<file path="src/rtl/sram_stream_reader_if.sv">
// rtl/sram_stream_reader_if.sv - output word stream between the SRAM reader and the neuron datapath
interface sram_stream_reader_if #(
    parameter int WIDTH = 32
) ();
    logic                    out_valid;
    logic                    out_ready;
    logic signed [WIDTH-1:0] out_word;
    logic                    out_last;

    modport master (
        output out_valid,
        output out_word,
        output out_last,
        input  out_ready
    );

    modport slave (
        input  out_valid,
        input  out_word,
        input  out_last,
        output out_ready
    );
endinterface

</file>
<file path="src/rtl/sram_stream_reader.sv">
// rtl/sram_stream_reader.sv - burst reader for a 1-cycle-latency SRAM with a 2-entry credit-managed output buffer
module sram_stream_reader #(
    parameter int WIDTH = 32,
    parameter int DEPTH = 256,
    parameter int AW    = $clog2(DEPTH)
) (
    input  logic                    clk,
    input  logic                    reset,
    input  logic                    start,
    input  logic [AW-1:0]           base_addr,
    input  logic [AW:0]             count,
    output logic                    busy,
    output logic                    done,
    output logic [AW-1:0]           mem_addr,
    output logic                    mem_write_enable,
    output logic [WIDTH-1:0]        mem_write_word,
    input  logic signed [WIDTH-1:0] mem_word,
    sram_stream_reader_if.master    out_if
);
    typedef enum logic [1:0] {S_IDLE, S_READ, S_DRAIN} state_t;

    state_t                  state_q, state_d;
    logic [AW-1:0]           addr_q, addr_d;
    logic [AW-1:0]           mem_addr_q, mem_addr_d;
    logic [AW:0]             remaining_q, remaining_d;
    logic                    inflight_q, inflight_d;
    logic                    inflight_last_q, inflight_last_d;
    logic signed [WIDTH-1:0] fifo_word_q [2];
    logic signed [WIDTH-1:0] fifo_word_d [2];
    logic                    fifo_last_q [2];
    logic                    fifo_last_d [2];
    logic                    rd_ptr_q, rd_ptr_d;
    logic                    wr_ptr_q, wr_ptr_d;
    logic [1:0]              occ_q, occ_d;
    logic                    done_q, done_d;

    logic       pop;
    logic       issue;
    logic [2:0] load;

    always_comb begin
        state_d         = state_q;
        addr_d          = addr_q;
        mem_addr_d      = mem_addr_q;
        remaining_d     = remaining_q;
        fifo_word_d     = fifo_word_q;
        fifo_last_d     = fifo_last_q;
        rd_ptr_d        = rd_ptr_q;
        wr_ptr_d        = wr_ptr_q;
        done_d          = 1'b0;

        pop   = (occ_q != 2'd0) && out_if.out_ready;
        load  = 3'(occ_q) + 3'(inflight_q);
        // A same-cycle pop frees a slot, so a full buffer can still accept one more read.
        issue = (state_q == S_READ) && (remaining_q != '0) && ((load < 3'd2) || pop);

        case (state_q)
            S_IDLE: begin
                if (start) begin
                    if (count != '0) begin
                        state_d     = S_READ;
                        addr_d      = base_addr;
                        remaining_d = count;
                    end else begin
                        done_d = 1'b1;
                    end
                end
            end
            S_READ: begin
                if (issue && (remaining_q == (AW+1)'(1))) begin
                    state_d = S_DRAIN;
                end
            end
            S_DRAIN: begin
                if (pop && fifo_last_q[rd_ptr_q]) begin
                    state_d = S_IDLE;
                    done_d  = 1'b1;
                end
            end
            default: state_d = S_IDLE;
        endcase

        if (issue) begin
            mem_addr_d  = addr_q;
            addr_d      = (addr_q == AW'(DEPTH - 1)) ? '0 : addr_q + AW'(1);
            remaining_d = remaining_q - (AW+1)'(1);
        end
        inflight_d      = issue;
        inflight_last_d = issue && (remaining_q == (AW+1)'(1));

        if (inflight_q) begin
            fifo_word_d[wr_ptr_q] = mem_word;
            fifo_last_d[wr_ptr_q] = inflight_last_q;
            wr_ptr_d              = ~wr_ptr_q;
        end
        if (pop) begin
            rd_ptr_d = ~rd_ptr_q;
        end
        occ_d = occ_q + 2'(inflight_q) - 2'(pop);
    end

    always_ff @(posedge clk) begin
        if (!reset) begin
            state_q         <= S_IDLE;
            addr_q          <= '0;
            mem_addr_q      <= '0;
            remaining_q     <= '0;
            inflight_q      <= 1'b0;
            inflight_last_q <= 1'b0;
            fifo_word_q[0]  <= '0;
            fifo_word_q[1]  <= '0;
            fifo_last_q[0]  <= 1'b0;
            fifo_last_q[1]  <= 1'b0;
            rd_ptr_q        <= 1'b0;
            wr_ptr_q        <= 1'b0;
            occ_q           <= '0;
            done_q          <= 1'b0;
        end else begin
            state_q         <= state_d;
            addr_q          <= addr_d;
            mem_addr_q      <= mem_addr_d;
            remaining_q     <= remaining_d;
            inflight_q      <= inflight_d;
            inflight_last_q <= inflight_last_d;
            fifo_word_q     <= fifo_word_d;
            fifo_last_q     <= fifo_last_d;
            rd_ptr_q        <= rd_ptr_d;
            wr_ptr_q        <= wr_ptr_d;
            occ_q           <= occ_d;
            done_q          <= done_d;
        end
    end

    // The issuing address must reach the SRAM in the issue cycle itself, so it bypasses the hold register.
    assign mem_addr         = issue ? addr_q : mem_addr_q;
    assign mem_write_enable = 1'b0;
    assign mem_write_word   = '0;
    assign busy             = (state_q != S_IDLE);
    assign done             = done_q;

    assign out_if.out_valid = (occ_q != 2'd0);
    assign out_if.out_word  = fifo_word_q[rd_ptr_q];
    assign out_if.out_last  = (occ_q != 2'd0) && fifo_last_q[rd_ptr_q];
endmodule

</file>
<file path="src/flat_wrapper.sv">
// flat-port wrapper written by rule: the top's interface ports become plain ports
module sram_stream_reader_flat 
#(
    parameter int WIDTH = 32,
    parameter int DEPTH = 256,
    parameter int AW    = $clog2(DEPTH)
)
  (clk, reset, start, base_addr, count, busy, done, mem_addr, mem_write_enable, mem_write_word, mem_word, out_if_out_valid, out_if_out_word, out_if_out_last, out_if_out_ready);
  sram_stream_reader_if #(.WIDTH(WIDTH)) out_if_i ();
  input  logic clk;
  input  logic reset;
  input  logic start;
  input  logic [AW-1:0] base_addr;
  input  logic [AW:0] count;
  output logic busy;
  output logic done;
  output logic [AW-1:0] mem_addr;
  output logic mem_write_enable;
  output logic [WIDTH-1:0] mem_write_word;
  input  logic signed [WIDTH-1:0] mem_word;
  output wire logic [$bits(out_if_i.out_valid)-1:0] out_if_out_valid;
  output wire logic [$bits(out_if_i.out_word)-1:0] out_if_out_word;
  output wire logic [$bits(out_if_i.out_last)-1:0] out_if_out_last;
  input wire logic [$bits(out_if_i.out_ready)-1:0] out_if_out_ready;
  assign out_if_out_valid = out_if_i.out_valid;
  assign out_if_out_word = out_if_i.out_word;
  assign out_if_out_last = out_if_i.out_last;
  assign out_if_i.out_ready = out_if_out_ready;
  sram_stream_reader #(.WIDTH(WIDTH), .DEPTH(DEPTH), .AW(AW)) u_core (.clk(clk), .reset(reset), .start(start), .base_addr(base_addr), .count(count), .busy(busy), .done(done), .mem_addr(mem_addr), .mem_write_enable(mem_write_enable), .mem_write_word(mem_write_word), .mem_word(mem_word), .out_if(out_if_i));
endmodule
</file>
<file path="config.mk">
export PLATFORM = sky130hd
export DESIGN_NAME = sram_stream_reader_flat
export DESIGN_NICKNAME = d
export VERILOG_FILES = /design/src/rtl/sram_stream_reader_if.sv /design/src/rtl/sram_stream_reader.sv /design/src/flat_wrapper.sv
export SDC_FILE = /design/constraint.sdc
export NUM_CORES = 1
export LEC_CHECK = 0
export CAP_MARGIN = 20
export CORE_ASPECT_RATIO = 0.75
export CORE_MARGIN = 1
export CORE_UTILIZATION = 50
export CTS_BUF_LIST = sky130_fd_sc_hd__clkbuf_4 sky130_fd_sc_hd__clkbuf_8
export DETAILED_ROUTE_END_ITERATION = 10
export PLACE_DENSITY_LB_ADDON = 0.25
export SLEW_MARGIN = 20
export SYNTH_ARGS = -nofsm -noshare
export SYNTH_HDL_FRONTEND = slang
export SYNTH_SLANG_ARGS = --single-unit
</file>
<file path="constraint.sdc">
create_clock -name clk -period 2.4 [get_ports clk]
set_input_delay 0.24 -clock clk [delete_from_list [all_inputs] [get_ports clk]]
set_output_delay 0.24 -clock clk [all_outputs]
set_load 0.01 [all_outputs]
</file>
Word-level counts from Yosys, hierarchy flattened
Cells that the tools add are included.
{ "word_totals": {"register_bits": 100, "inputBits": 53, "out_inout_bits": 77, "elab_cells": 84} }
{ "op_classes": {"add_sub_neg": 5, "n_lt_le_gt_ge": 4, "eq_ne": 8, "mux": 31, "bitwise_logic": 4, "n_reduce_logical": 18} }
{ "ops": {"columns": ["op", "n"], "rows": [
  ["32-bit two-way mux", 4],
  ["64-bit bitwise mux", 1],
  ["8-bit two-way mux", 6],
  ["9-bit two-way mux", 4],
  ["32-bit demux with 1-bit select", 1],
  ["9-bit nonzero test", 2],
  ["2-bit nonzero test", 5],
  ["9-bit by 1-bit equality test with 1-bit output (second input constant)", 1],
  ["9-bit by 1-bit subtractor with 9-bit output (second input constant)", 1],
  ["8-bit by 1-bit adder with 8-bit output (second input constant)", 1],
  ["8-bit equality test (second input constant)", 1],
  ["2-bit two-way mux", 4],
  ["1-bit logical AND", 7],
  ["1-bit two-way mux", 7],
  ["2-bit by 1-bit != test with 1-bit output (second input constant)", 3],
  ["2-bit one-hot mux with 3 select lines", 1],
  ["2-bit greater-or-equal comparator (second input constant)", 2],
  ["1-bit inverter with 2-bit output", 2],
  ["4-bit AND reduction", 1],
  ["2-bit by 1-bit adder with 3-bit output", 1],
  ["3-bit by 2-bit < comparator with 1-bit output (second input constant)", 1],
  ["3-bit AND reduction", 1],
  ["2-bit by 1-bit adder with 2-bit output", 1],
  ["2-bit bitwise mux", 1],
  ["10 further kinds", 11]
]} }

Depth between registers and ports, before layout
{ "depth": {"word_depth": 7, "ltp_mapped": 10, "mapped_depth_nobuf": 10} }

Least setup slack after synthesis
No wires, ideal clock.
{ "synth_timing": {"kind": "input-to-reg", "from": "input port count[2]", "to": "register u_core.remaining_q[2]", "setup_ns": 0.115, "arrival_time_ns": 1.895, "t_required_ns": 2.285, "path_slack_ns": 0.390, "path_stages": 6, "path_buffers": 1, "path_cell_list": "or4_4 > or4_4 > and2_4 > buf_6 > a32o_1 > o21a_1"} }
{ "synth_between": {"elab_chain_cells": 4, "elab_cells_between_ends": 7, "classes_between": "mux (4); reduce/logical (3)"} }
{ "synth_lines": {"columns": ["item", "line", "text"], "rows": [
  ["start: declaration", "flat_wrapper.sv:14", "input logic [AW:0] count;"],
  ["9-bit two-way mux", "sram_stream_reader.sv:60", "if (count != '0) begin"],
  ["9-bit two-way mux", "sram_stream_reader.sv:59", "if (start) begin"],
  ["9-bit two-way mux", "sram_stream_reader.sv:57", "case (state_q)"],
  ["9-bit two-way mux", "sram_stream_reader.sv:83", "if (issue) begin"],
  ["end signal: assignment", "sram_stream_reader.sv:122", "remaining_q <= remaining_d;"],
  ["end: declaration", "sram_stream_reader.sv:25", "logic [AW:0] remaining_q, remaining_d;"]
]} }
Parallel ways exist; a longest one is shown, timed or not. The select of a mux whose other input is x is not followed.
A chain may end at the register's enable or synchronous reset.

Worst setup path after layout
{ "layout_timing": {"from": "register u_core.remaining_q[0]", "to": "output port mem_addr[2]"} }
{ "layout_between": {"elab_chain_cells": 4} }
{ "layout_lines": {"columns": ["item", "line", "text"], "rows": [
  ["9-bit nonzero test", "sram_stream_reader.sv:55", "issue = (state_q == S_READ) && (remaining_q != '0) && ((load < 3'd2) || pop);"],
  ["1-bit logical AND (2 in a row)", "sram_stream_reader.sv:55", null],
  ["8-bit two-way mux", "sram_stream_reader.sv:135", "assign mem_addr = issue ? addr_q : mem_addr_q;"],
  ["end: declaration", "flat_wrapper.sv:17", "output logic [AW-1:0] mem_addr;"]
]} }
Every way passes these cells.

==> run metrics <==
initial core utilization 52.71%; Clk pin slew, worst setup/hold paths roughly 0.11 ns; htree depth 3; area leader, netlist dfxtp_1; fin crit period 2.305 ns; Num CTS Buffers 9; Setup Viol. Count Final 0; period utilization 96.06%; routed wl met2 5.562 mm; CTS tree done; WL met3 between 600 and 700 um; VDD IR-drop max approximately 350 uV; max cap viols 0; HPWL after DPL 8.118 mm; share of cells above drive strength 1 between 10% and 20%; Final Wtd Congestion just over 0.8; total routed wirelength roughly 12 mm; Area after DPL 5886 um^2; Metal-1 WL 5.195 mm; Lkg Pwr 0.002361 uW; Seq cells post-synth 100; TritonRoute pass-1 iters 4; layout overhead on the synthesized area 25.63%; commonest non-fill, non-tap cell in the layout nand2_1; asr flop ratio synth 0%; vias in the first global route 3948; power per standard cell area around 650 nW/um^2; Hold Buf Count CTS 0; final hold violation count 0; placed insts 769; die height 87.62 um; routed length per instance ~15 um; Bufs on Longest Clock Path 2; syn_area_per_cell 8.696 um^2; top routing layer in use met4; GRT Total Usage 23.42%; Synth area leaders dfxtp_1 41%, nand2_1 11%, a21boi_0 11%; fmax 433.8 MHz; Core Area 9271 um^2; Reg2Reg Setup Slack 0.52 ns; worst-margin pin slew 0.6687 ns; first-pass GRT wire length about 19 mm; fill count 797; final setup margin 0.09457 ns; largest net degree at the start of global routing 41; startpoint types register; port bufs 96; Post-Syn Area 4887 um^2; Setup WS pre-CTS -0.01381 ns; area share of the largest cell type after synthesis 40.96%; critical path arrival 2.07 ns; # DRC 0; Cells after Synth 562; worst-path maximum fanout 4; I/O Pins 130; Rel. slew slack 55.31%; Required @ worst endpoint 2.16 ns; crit path kind reg -> out; Main synth FF type dfxtp_1; RSZ-0062 raised after global routing true; Vias approximately 4100; Layout Skew between 0.015 and 0.02 ns; Routed Antenna Nets 0; synth unique cells 55; DRT iter0 DRCs between 150 and 200; layout net count a little over 700; final cell count without fillers 790; Post-synth EDFFs 0; initial antenna violation count 0; Syn. warnings 0; drt via density 5.216; count of standard-cell rows 30; die width roughly 120 um; Die ar. about 10000 um^2; WHS 0.4092 ns; sequential element share of the synthesized area 40.96%; Worst Hold Class in -> reg; Sink Count 100; status finished clean; latest clock arrival within the worst-skew pair 0.36 ns; commonest non-fill, non-tap cells in the layout 144 x nand2_1, 94 x dfxtp_1, 87 x clkdlybuf4s50_1, 70 x a21boi_0, 41 x mux2_2; Root Buffer clkbuf_8; Design Area, Final approximately 6100 um^2; # diodes 0; gr ovfl total 0; Worst setup EP type primary output; Final Util 66.22%; Slew Limit Fails 0
[area by class of cell]
type / instances / area, um^2 / share of cell area (%)
clock buffer: 10 / 131.4 / 2.140
tap: 128 / 160.2 / 2.609
sequential: 100 / 2009 / 32.73
clock inverter: 6 / 48.80 / 0.7948
multi-input combinational: 417 / 2603 / 42.39
timing repair buffer: 122 / 1161 / 18.91
inverter: 7 / 26.28 / 0.4280
[power by group]
group	switching (uW)	total, uW	internal [uW]
sequential	101	1880	1780
clock	595	995	400
combinational	554	1120	569
[routing by layer]
layer	track usage [%]	vias up
met5	0	-
met4	6.294	0
met3	5.121	11
met2	40.85	132
met1	29.34	1951
li1	-	2027
[cell families after synthesis]
| group | count (synthesis) | synth area share (%) |
|---|---|---|
| simple gates | 211 | 19.15 |
| compound gates | 118 | 18.33 |
| flops | 100 | 40.96 |
| buf+inv | 77 | 8.961 |
| mux | 45 | 10.27 |
| fa+ha+maj | 6 | 1.536 |
| xor+xnor | 4 | 0.7170 |
| other cells | 1 | 0.07673 |
[stage by stage]
step	setup TNS [ns]	total power, uW
2_1_floorplan	0	2575
3_3_place_gp	-0.002503	2951
3_5_place_dp	-0.01381	2979
4_1_cts	0	4012
5_1_grt	-0.04996	4207
6_report	0	3997
[cells in the mapped netlist, drive strengths merged, types with 4 or more instances]
cell,number
a21boi,73
a21oi,5
and2,18
buf,42
clkbuf,28
dfxtp,100
ha,6
inv,7
mux2,41
mux2i,4
nand2,145
nand3,8
nor2,13
nor3,5
nor3b,5
o211ai,4
o21a,5
o21ai,6
[timing repair]
item | CTS | global route
hold endpoints to repair | 0 | 0
endpoints found under the setup margin | 8 | 6
pin swaps | 2 | 3
gates cloned | 1 | 0
setup buffers | 4 | 0
gates resized for setup | 17 | 10
[worst max-delay path: stages, from the launching register on]
cell and delay, ns:
dfxtp_2 0.36, inv_2 0.07, ha_1 0.17, nand2_2 0.08, o21bai_4 0.17, buf_4 0.14
buf_6 0.10, mux2_2 0.33, dlygate4sd2_1 0.28
[flip-flops by register name, indices dropped and copies added, names as in the netlist, 2 cells and up]
register,flops
u_core.state_q,2
u_core.mem_addr_q,8
u_core.fifo_last_q,2
u_core.remaining_q,9
u_core.occ_q,2
u_core.addr_q,8
u_core.fifo_word_q,64
[final timing paths]
path	start	end	cells after the start
hold reg to reg	u_core.fifo_word_q[15]	u_core.fifo_word_q[15]	2
hold / removal	reset	u_core.remaining_q[5]	2
setup reg to reg	u_core.inflight_q	u_core.addr_q[6]	7
setup / recovery	u_core.remaining_q[0]	mem_addr[2]	8
Note: power is estimated with default switching activity, not from simulation.
